File: config.mk
export PLATFORM = sky130hd
export DESIGN_NAME = trigger_coincidence
export DESIGN_NICKNAME = d
export VERILOG_FILES = /design/src/rtl/pct_trg_pkg.sv /design/src/rtl/trg_edge_window.sv /design/src/rtl/trigger_coincidence.sv
export SDC_FILE = /design/constraint.sdc
export NUM_CORES = 1
export LEC_CHECK = 0
export CAP_MARGIN = 20
export CELL_PAD_IN_SITES_DETAIL_PLACEMENT = 0
export CELL_PAD_IN_SITES_GLOBAL_PLACEMENT = 1
export CORE_MARGIN = 2
export CORE_UTILIZATION = 36
export CTS_CLUSTER_SIZE = 24
export DETAILED_ROUTE_END_ITERATION = 8
export PLACE_DENSITY = 0.75
export SLEW_MARGIN = 15
export SYNTH_ARGS = -nofsm -noshare
export SYNTH_HDL_FRONTEND = slang
export SYNTH_HIERARCHICAL = 1
export SYNTH_SLANG_ARGS = --single-unit
File: constraint.sdc
create_clock -name Clock -period 5.5 [get_ports Clock]
set_input_delay 1.1 -clock Clock [delete_from_list [all_inputs] [get_ports Clock]]
set_output_delay 1.1 -clock Clock [all_outputs]
set_load 0.01 [all_outputs]
File: src/rtl/pct_trg_pkg.sv
// Shared widths and helpers for the tracker/energy trigger coincidence slice.
package pct_trg_pkg;

    localparam int unsigned NTKR_DEF   = 8;
    localparam int unsigned NCAL_DEF   = 2;
    localparam int unsigned TKR_WIN_W  = 4;
    localparam int unsigned TKR_STR_W  = 6;
    localparam int unsigned ENRG_DLY_W = 5;
    localparam int unsigned ENRG_STR_W = 4;
    localparam int unsigned CNT_W      = 16;
    localparam int unsigned SR_DEPTH   = 32;

    typedef logic [CNT_W-1:0] cnt_t;

    function automatic cnt_t sat_inc(input cnt_t v);
        return (v == '1) ? v : cnt_t'(v + 1'b1);
    endfunction

endpackage

File: src/rtl/trg_edge_window.sv
// One tracker channel: two-stage input register, rising-edge detect and a
// window counter that keeps the channel armed for a programmable number of cycles.
module trg_edge_window
    import pct_trg_pkg::*;
(
    input  logic                 clk,
    input  logic                 rst,
    input  logic                 raw,
    input  logic                 enable,
    input  logic [TKR_WIN_W-1:0] load_val,
    input  logic                 clear,
    output logic                 rise,
    output logic                 armed
);

    logic                 r1_q, r1_d;
    logic                 r2_q, r2_d;
    logic [TKR_WIN_W-1:0] cnt_q, cnt_d;

    always_comb begin
        r1_d = raw;
        r2_d = r1_q;
        rise = r1_q & ~r2_q;
        // a firing coincidence wins over a same-cycle load
        if (clear) begin
            cnt_d = '0;
        end else if (rise && enable) begin
            cnt_d = load_val;
        end else if (cnt_q != '0) begin
            cnt_d = cnt_q - 1'b1;
        end else begin
            cnt_d = cnt_q;
        end
        armed = (cnt_q != '0);
    end

    always_ff @(posedge clk) begin
        if (rst) begin
            r1_q  <= 1'b0;
            r2_q  <= 1'b0;
            cnt_q <= '0;
        end else begin
            r1_q  <= r1_d;
            r2_q  <= r2_d;
            cnt_q <= cnt_d;
        end
    end

endmodule

File: src/rtl/trigger_coincidence.sv
// Tracker-layer coincidence stretched into a window, plus a delayed and
// stretched energy trigger meant to land inside that window.
module trigger_coincidence
    import pct_trg_pkg::*;
#(
    parameter int unsigned NTKR = NTKR_DEF,
    parameter int unsigned NCAL = NCAL_DEF
) (
    input  logic                  Clock,
    input  logic                  Reset,
    input  logic [NTKR-1:0]       TkrTrgIn,
    input  logic [NCAL-1:0]       EnrgTrgIn,
    input  logic [NTKR-1:0]       TkrTrgMsk,
    input  logic [NCAL-1:0]       CalTrgMsk,
    input  logic [TKR_WIN_W-1:0]  TkrWindow,
    input  logic [TKR_STR_W-1:0]  TkrStretch,
    input  logic [ENRG_DLY_W-1:0] EnrgDelay,
    input  logic [ENRG_STR_W-1:0] EnrgStretch,
    output logic                  CosmicCoincidence,
    output logic                  EnrgCoincidence,
    output logic [CNT_W-1:0]      NTkrCoinc,
    output logic [CNT_W-1:0]      NEnrgDrop
);

    logic [NTKR-1:0] tkr_rise;
    logic [NTKR-1:0] tkr_armed;
    logic [NTKR-1:0] tkr_ok;
    logic            tkr_fire;

    logic                  cosmic_q, cosmic_d;
    logic [TKR_STR_W-1:0]  tkr_str_q, tkr_str_d;
    cnt_t                  n_tkr_q, n_tkr_d;

    logic [NCAL-1:0]       e_r1_q, e_r1_d;
    logic [NCAL-1:0]       e_r2_q, e_r2_d;
    logic [SR_DEPTH-1:0]   sr_q, sr_d;
    logic [SR_DEPTH:0]     tap_vec;
    logic                  epls;
    logic                  e_dly;

    logic                  enrg_q, enrg_d;
    logic [ENRG_STR_W-1:0] enrg_str_q, enrg_str_d;
    cnt_t                  n_drop_q, n_drop_d;

    for (genvar i = 0; i < NTKR; i++) begin : g_tkr
        trg_edge_window u_win (
            .clk      (Clock),
            .rst      (Reset),
            .raw      (TkrTrgIn[i]),
            .enable   (TkrTrgMsk[i] & ~cosmic_q),
            .load_val (TkrWindow),
            .clear    (tkr_fire),
            .rise     (tkr_rise[i]),
            .armed    (tkr_armed[i])
        );
    end

    always_comb begin
        tkr_ok   = ~TkrTrgMsk | tkr_armed | tkr_rise;
        tkr_fire = (TkrTrgMsk != '0) && !cosmic_q && (&tkr_ok);

        cosmic_d  = cosmic_q;
        tkr_str_d = tkr_str_q;
        n_tkr_d   = n_tkr_q;
        if (tkr_fire) begin
            cosmic_d  = 1'b1;
            tkr_str_d = TkrStretch;
            n_tkr_d   = sat_inc(n_tkr_q);
        end else if (cosmic_q) begin
            if (tkr_str_q == '0) begin
                cosmic_d = 1'b0;
            end else begin
                tkr_str_d = tkr_str_q - 1'b1;
            end
        end
    end

    always_comb begin
        e_r1_d = EnrgTrgIn;
        e_r2_d = e_r1_q;
        epls   = |(e_r1_q & ~e_r2_q & CalTrgMsk);
        sr_d   = {sr_q[SR_DEPTH-2:0], epls};
        // tap 0 is the undelayed pulse, tap n is the pulse n cycles later
        tap_vec = {sr_q, epls};
        e_dly   = tap_vec[{1'b0, EnrgDelay}];

        enrg_d     = enrg_q;
        enrg_str_d = enrg_str_q;
        n_drop_d   = n_drop_q;
        if (enrg_q) begin
            if (e_dly) begin
                n_drop_d = sat_inc(n_drop_q);
            end
            if (enrg_str_q == '0) begin
                enrg_d = 1'b0;
            end else begin
                enrg_str_d = enrg_str_q - 1'b1;
            end
        end else if (e_dly) begin
            enrg_d     = 1'b1;
            enrg_str_d = EnrgStretch;
        end
    end

    always_ff @(posedge Clock) begin
        if (Reset) begin
            cosmic_q   <= 1'b0;
            tkr_str_q  <= '0;
            n_tkr_q    <= '0;
            e_r1_q     <= '0;
            e_r2_q     <= '0;
            sr_q       <= '0;
            enrg_q     <= 1'b0;
            enrg_str_q <= '0;
            n_drop_q   <= '0;
        end else begin
            cosmic_q   <= cosmic_d;
            tkr_str_q  <= tkr_str_d;
            n_tkr_q    <= n_tkr_d;
            e_r1_q     <= e_r1_d;
            e_r2_q     <= e_r2_d;
            sr_q       <= sr_d;
            enrg_q     <= enrg_d;
            enrg_str_q <= enrg_str_d;
            n_drop_q   <= n_drop_d;
        end
    end

    assign CosmicCoincidence = cosmic_q;
    assign EnrgCoincidence   = enrg_q;
    assign NTkrCoinc         = n_tkr_q;
    assign NEnrgDrop         = n_drop_q;

endmodule

==> metrics.md <==
| Metric | Value |
|---|---|
| Status | `completed` |
| Die Y | `133.5 microns` |
| Buf+Inv Stages, Crit Path | `1` |
| Endpoints failing hold | `0` |
| Critical-path cell list | `clkdlybuf4s50_1 > mux2i_1 > a311oi_1 > a41oi_1 > a22oi_4 > nand3_4 > nor3_1 > mux2_2` |
| Top cell type by total area after synthesis | `dfxtp_1` |
| Syn nets | `711` |
| R2r setup slk | `3.02 ns` |
| RSZ-0062 raised after global routing | `false` |
| Final min period | `3.255 ns` |
| Dpl ws | `1.795 ns` |
| Vias per cell | `4.960` |
| Cell family with most CP delay | `compound AO/OA/AOI/OAI gates` |
| Startpoint Class | `input port` |
| Core Area | `16470 sq um` |
| Reg-to-Reg End | `tkr_str_q[1]` |
| Worst R2R Start | `g_tkr[2].u_win/cnt_q[0]` |
| CTS tree | `yes` |
| Largest net degree at the start of global routing | `68` |
| Most area-consuming cells after synthesis | `dfxtp_1, nor2b_1, xor2_1` |
| Setup Skew | `0.006519 ns` |
| Layout cell share with drive strength beyond 1 | `8.990%` |
| H-Tree Depth | `4` |
| Mapped Avg Cell Area | `9.322 sq um` |
| Final GP Congestion | `0.7607` |
| Clock tree root driver cell | `clkbuf_16` |
| Hold Path Stages | `1` |
| Post-synth EDFFs | `0` |
| # DRC | `0` |
| Postcts setup bufs | `0` |
| Largest stage delay, worst path | `0.75 ns` |
| DP Wirelength | `9.000 mm` |
| Clock Tree Buf Depth | `2` |
| Rows | `47` |
| Max Clock Freq | `307.2 MHz` |
| Post-Syn Instances | `648` |
| CTS buffer count | `17` |
| Clk sinks | `127` |
| Peak supply drop | `0.2516 mV` |
| Leading cell type in the layout, fill and taps excluded | `dfxtp_1` |
| Detailed-route wire length per cell | `14.14 microns` |
| Post-route antenna net violation count | `0` |
| DRT iter0 DRCs | `178` |
| Max Fanout on Critical Path | `10` |
| Post-CTS Hold Buffers | `0` |
| Post-synth top flop | `dfxtp_1` |
| Synth top area share | `42.09%` |
| Pwr/cell area | `452.3 nW/um^2` |
| WL final | `13.34 mm` |
| Netlist Area Pre-Place | `6041 sq um` |
| First-pass GRT wire length | `22.48 mm` |
| Post-Route Setup TNS | `0 ns` |
| P&R area growth vs syn | `26.06%` |
| CP Capture Type | `register` |
| GR Util All Layers | `15.75%` |
| Synthesized flop and latch total | `127` |
| Hold path endpoint | `g_tkr[0].u_win/r2_q` |
| Post-layout nets | `773` |
| Crit Path Category | `in2reg` |
| Number of global-route vias before repair | `4670` |
| Max Cap Viol | `0` |
| Sequential area share after synthesis | `42.09%` |
| Worst R2R Path Depth | `11` |
| Synth warn | `6` |
| I/O pin count | `75` |
| Remaining Overflow, GRT | `0` |
| Clock-pin transition on the worst setup and hold timing paths | `0.05 ns` |
| Fin crit share | `59.19%` |
| Final Max Tran Viols | `0` |
| Worst Max-Slew Pin Slew | `0.8059 ns` |
| First-pass iteration count of the detailed router | `4` |
| Slowest CP cell | `clkdlybuf4s50_1` |
| Clock latency on the worst-skew pair | `0.41 ns` |
| Number of I/O port buffers | `74` |
| WP data arrival | `3.55 ns` |
| Hold_sp | `g_tkr[0].u_win/r1_q` |
| CTS resizes | `0` |
| Vias | `4677` |
| Worst hold path class | `reg2reg` |
| Most frequent cells in the layout | `dfxtp_1, clkdlybuf4s50_1, nor2b_1, nor2_1, nor3_1` |
| Initial antenna violation count | `0` |
| Starting Density | `36.69%` |
| Required time of the critical path | `5.80 ns` |
| Final core utilization | `46.25%` |
| Final worst setup slack | `2.245 ns` |
| Async SR Flop Fraction | `0%` |
| Final setup vio count | `0` |
| Post-synth cell types | `55` |
| Leakage | `2.884 nW` |
| Die width | `133.5 microns` |
| DIE AREA | `17830 sq um` |
| Antenna cell count | `0` |
| Slew headroom | `46.27%` |
-- how the worst max path moves through the flow --
stage	startpoint	end	slack (ns)	depth (start not counted)
floorplan	TkrTrgMsk[7]	tkr_str_q[4]	2.39	6
global placement	EnrgDelay[1]	enrg_str_q[0]	1.88	8
detailed placement	EnrgDelay[0]	NEnrgDrop[11]	1.79	8
CTS	EnrgDelay[0]	NEnrgDrop[11]	2.25	8
global route	EnrgDelay[0]	NEnrgDrop[11]	2.06	8
finish	EnrgDelay[0]	NEnrgDrop[11]	2.24	8
-- sequential cells by signal, summed over array words and instances (netlist names), 2 cells and up --
signal and count:
sr_q 31, g_tkr.u_win/r1_q 8, NTkrCoinc 16, NEnrgDrop 16, e_r2_q 2, e_r1_q 2, g_tkr.u_win/cnt_q 32, tkr_str_q 6
enrg_str_q 4, g_tkr.u_win/r2_q 8
-- per-layer routing --
metal | track usage, % | share of wire (%) | wire, microns
met1 | 20.34 | 48 | 6396
met5 | 0 | 0 | 0
met3 | 4.680 | 4.1 | 547
met2 | 24.71 | 46 | 6106
met4 | 6.324 | 2.2 | 289
-- through the flow --
| step | hold WS, ns | cell area, sq um | cells | power, mW |
|---|---|---|---|---|
| after floorplan | 0.4290 | 6041 | 648 | 1.936 |
| final | 0.4583 | 7615 | 943 | 3.444 |
| after CTS | 0.4609 | 7615 | 943 | 3.482 |
| after detailed placement | 0.4449 | 6912 | 911 | 2.132 |
| after global placement | 0.4413 | 6912 | 911 | 2.097 |
| after global routing | 0.4701 | 7615 | 943 | 3.686 |
-- synth_stat cells, drive strengths merged (2+ instances only) --
cell    number
nor3b        2
xnor2       14
nor2b       69
a21oi       21
clkbuf      29
a21o         5
o21ai        6
or3b         8
a211oi       8
mux2         3
nor4b        2
xor2        34
and4         3
mux4         6
and2        12
buf          5
nor2        59
nor4         4
nand2       29
inv         25
dfxtp      127
ha          22
nand3       15
nand4       15
nand3b       5
and3        10
or3          7
mux2i       13
a41oi        2
a211o       10
a21boi       8
a22oi       20
nor3        37
-- layout make-up --
class / count / area (sq um)
clock buffer: 21 / 470.5
clock inverter: 11 / 232.7
fill: 1539 / 8851
inverter: 25 / 93.84
multi-input combinational: 461 / 3232
sequential: 127 / 2542
tap: 220 / 275.3
timing repair buffer: 78 / 768.2
-- power by group --
| group | internal [mW] | leakage, nW | switching, mW |
|---|---|---|---|
| Sequential | 1.04 | 1.04 | 0.0895 |
| Combinational | 0.465 | 1.50 | 0.524 |
| Clock | 0.930 | 0.343 | 0.401 |
| Total | 2.43 | 2.88 | 1.01 |
-- logic make-up after synthesis --
group / Yosys count / synth area share, %
DFF: 127 / 42.09
adders and majority gates: 22 / 4.557
and+or+nand+nor: 281 / 25.64
AOI/OAI and AO/OA: 88 / 11.25
buffers and inverters: 60 / 4.495
xor gates and xnor gates: 48 / 6.960
muxes: 22 / 5.012
Note: power is estimated with default switching activity, not from simulation.
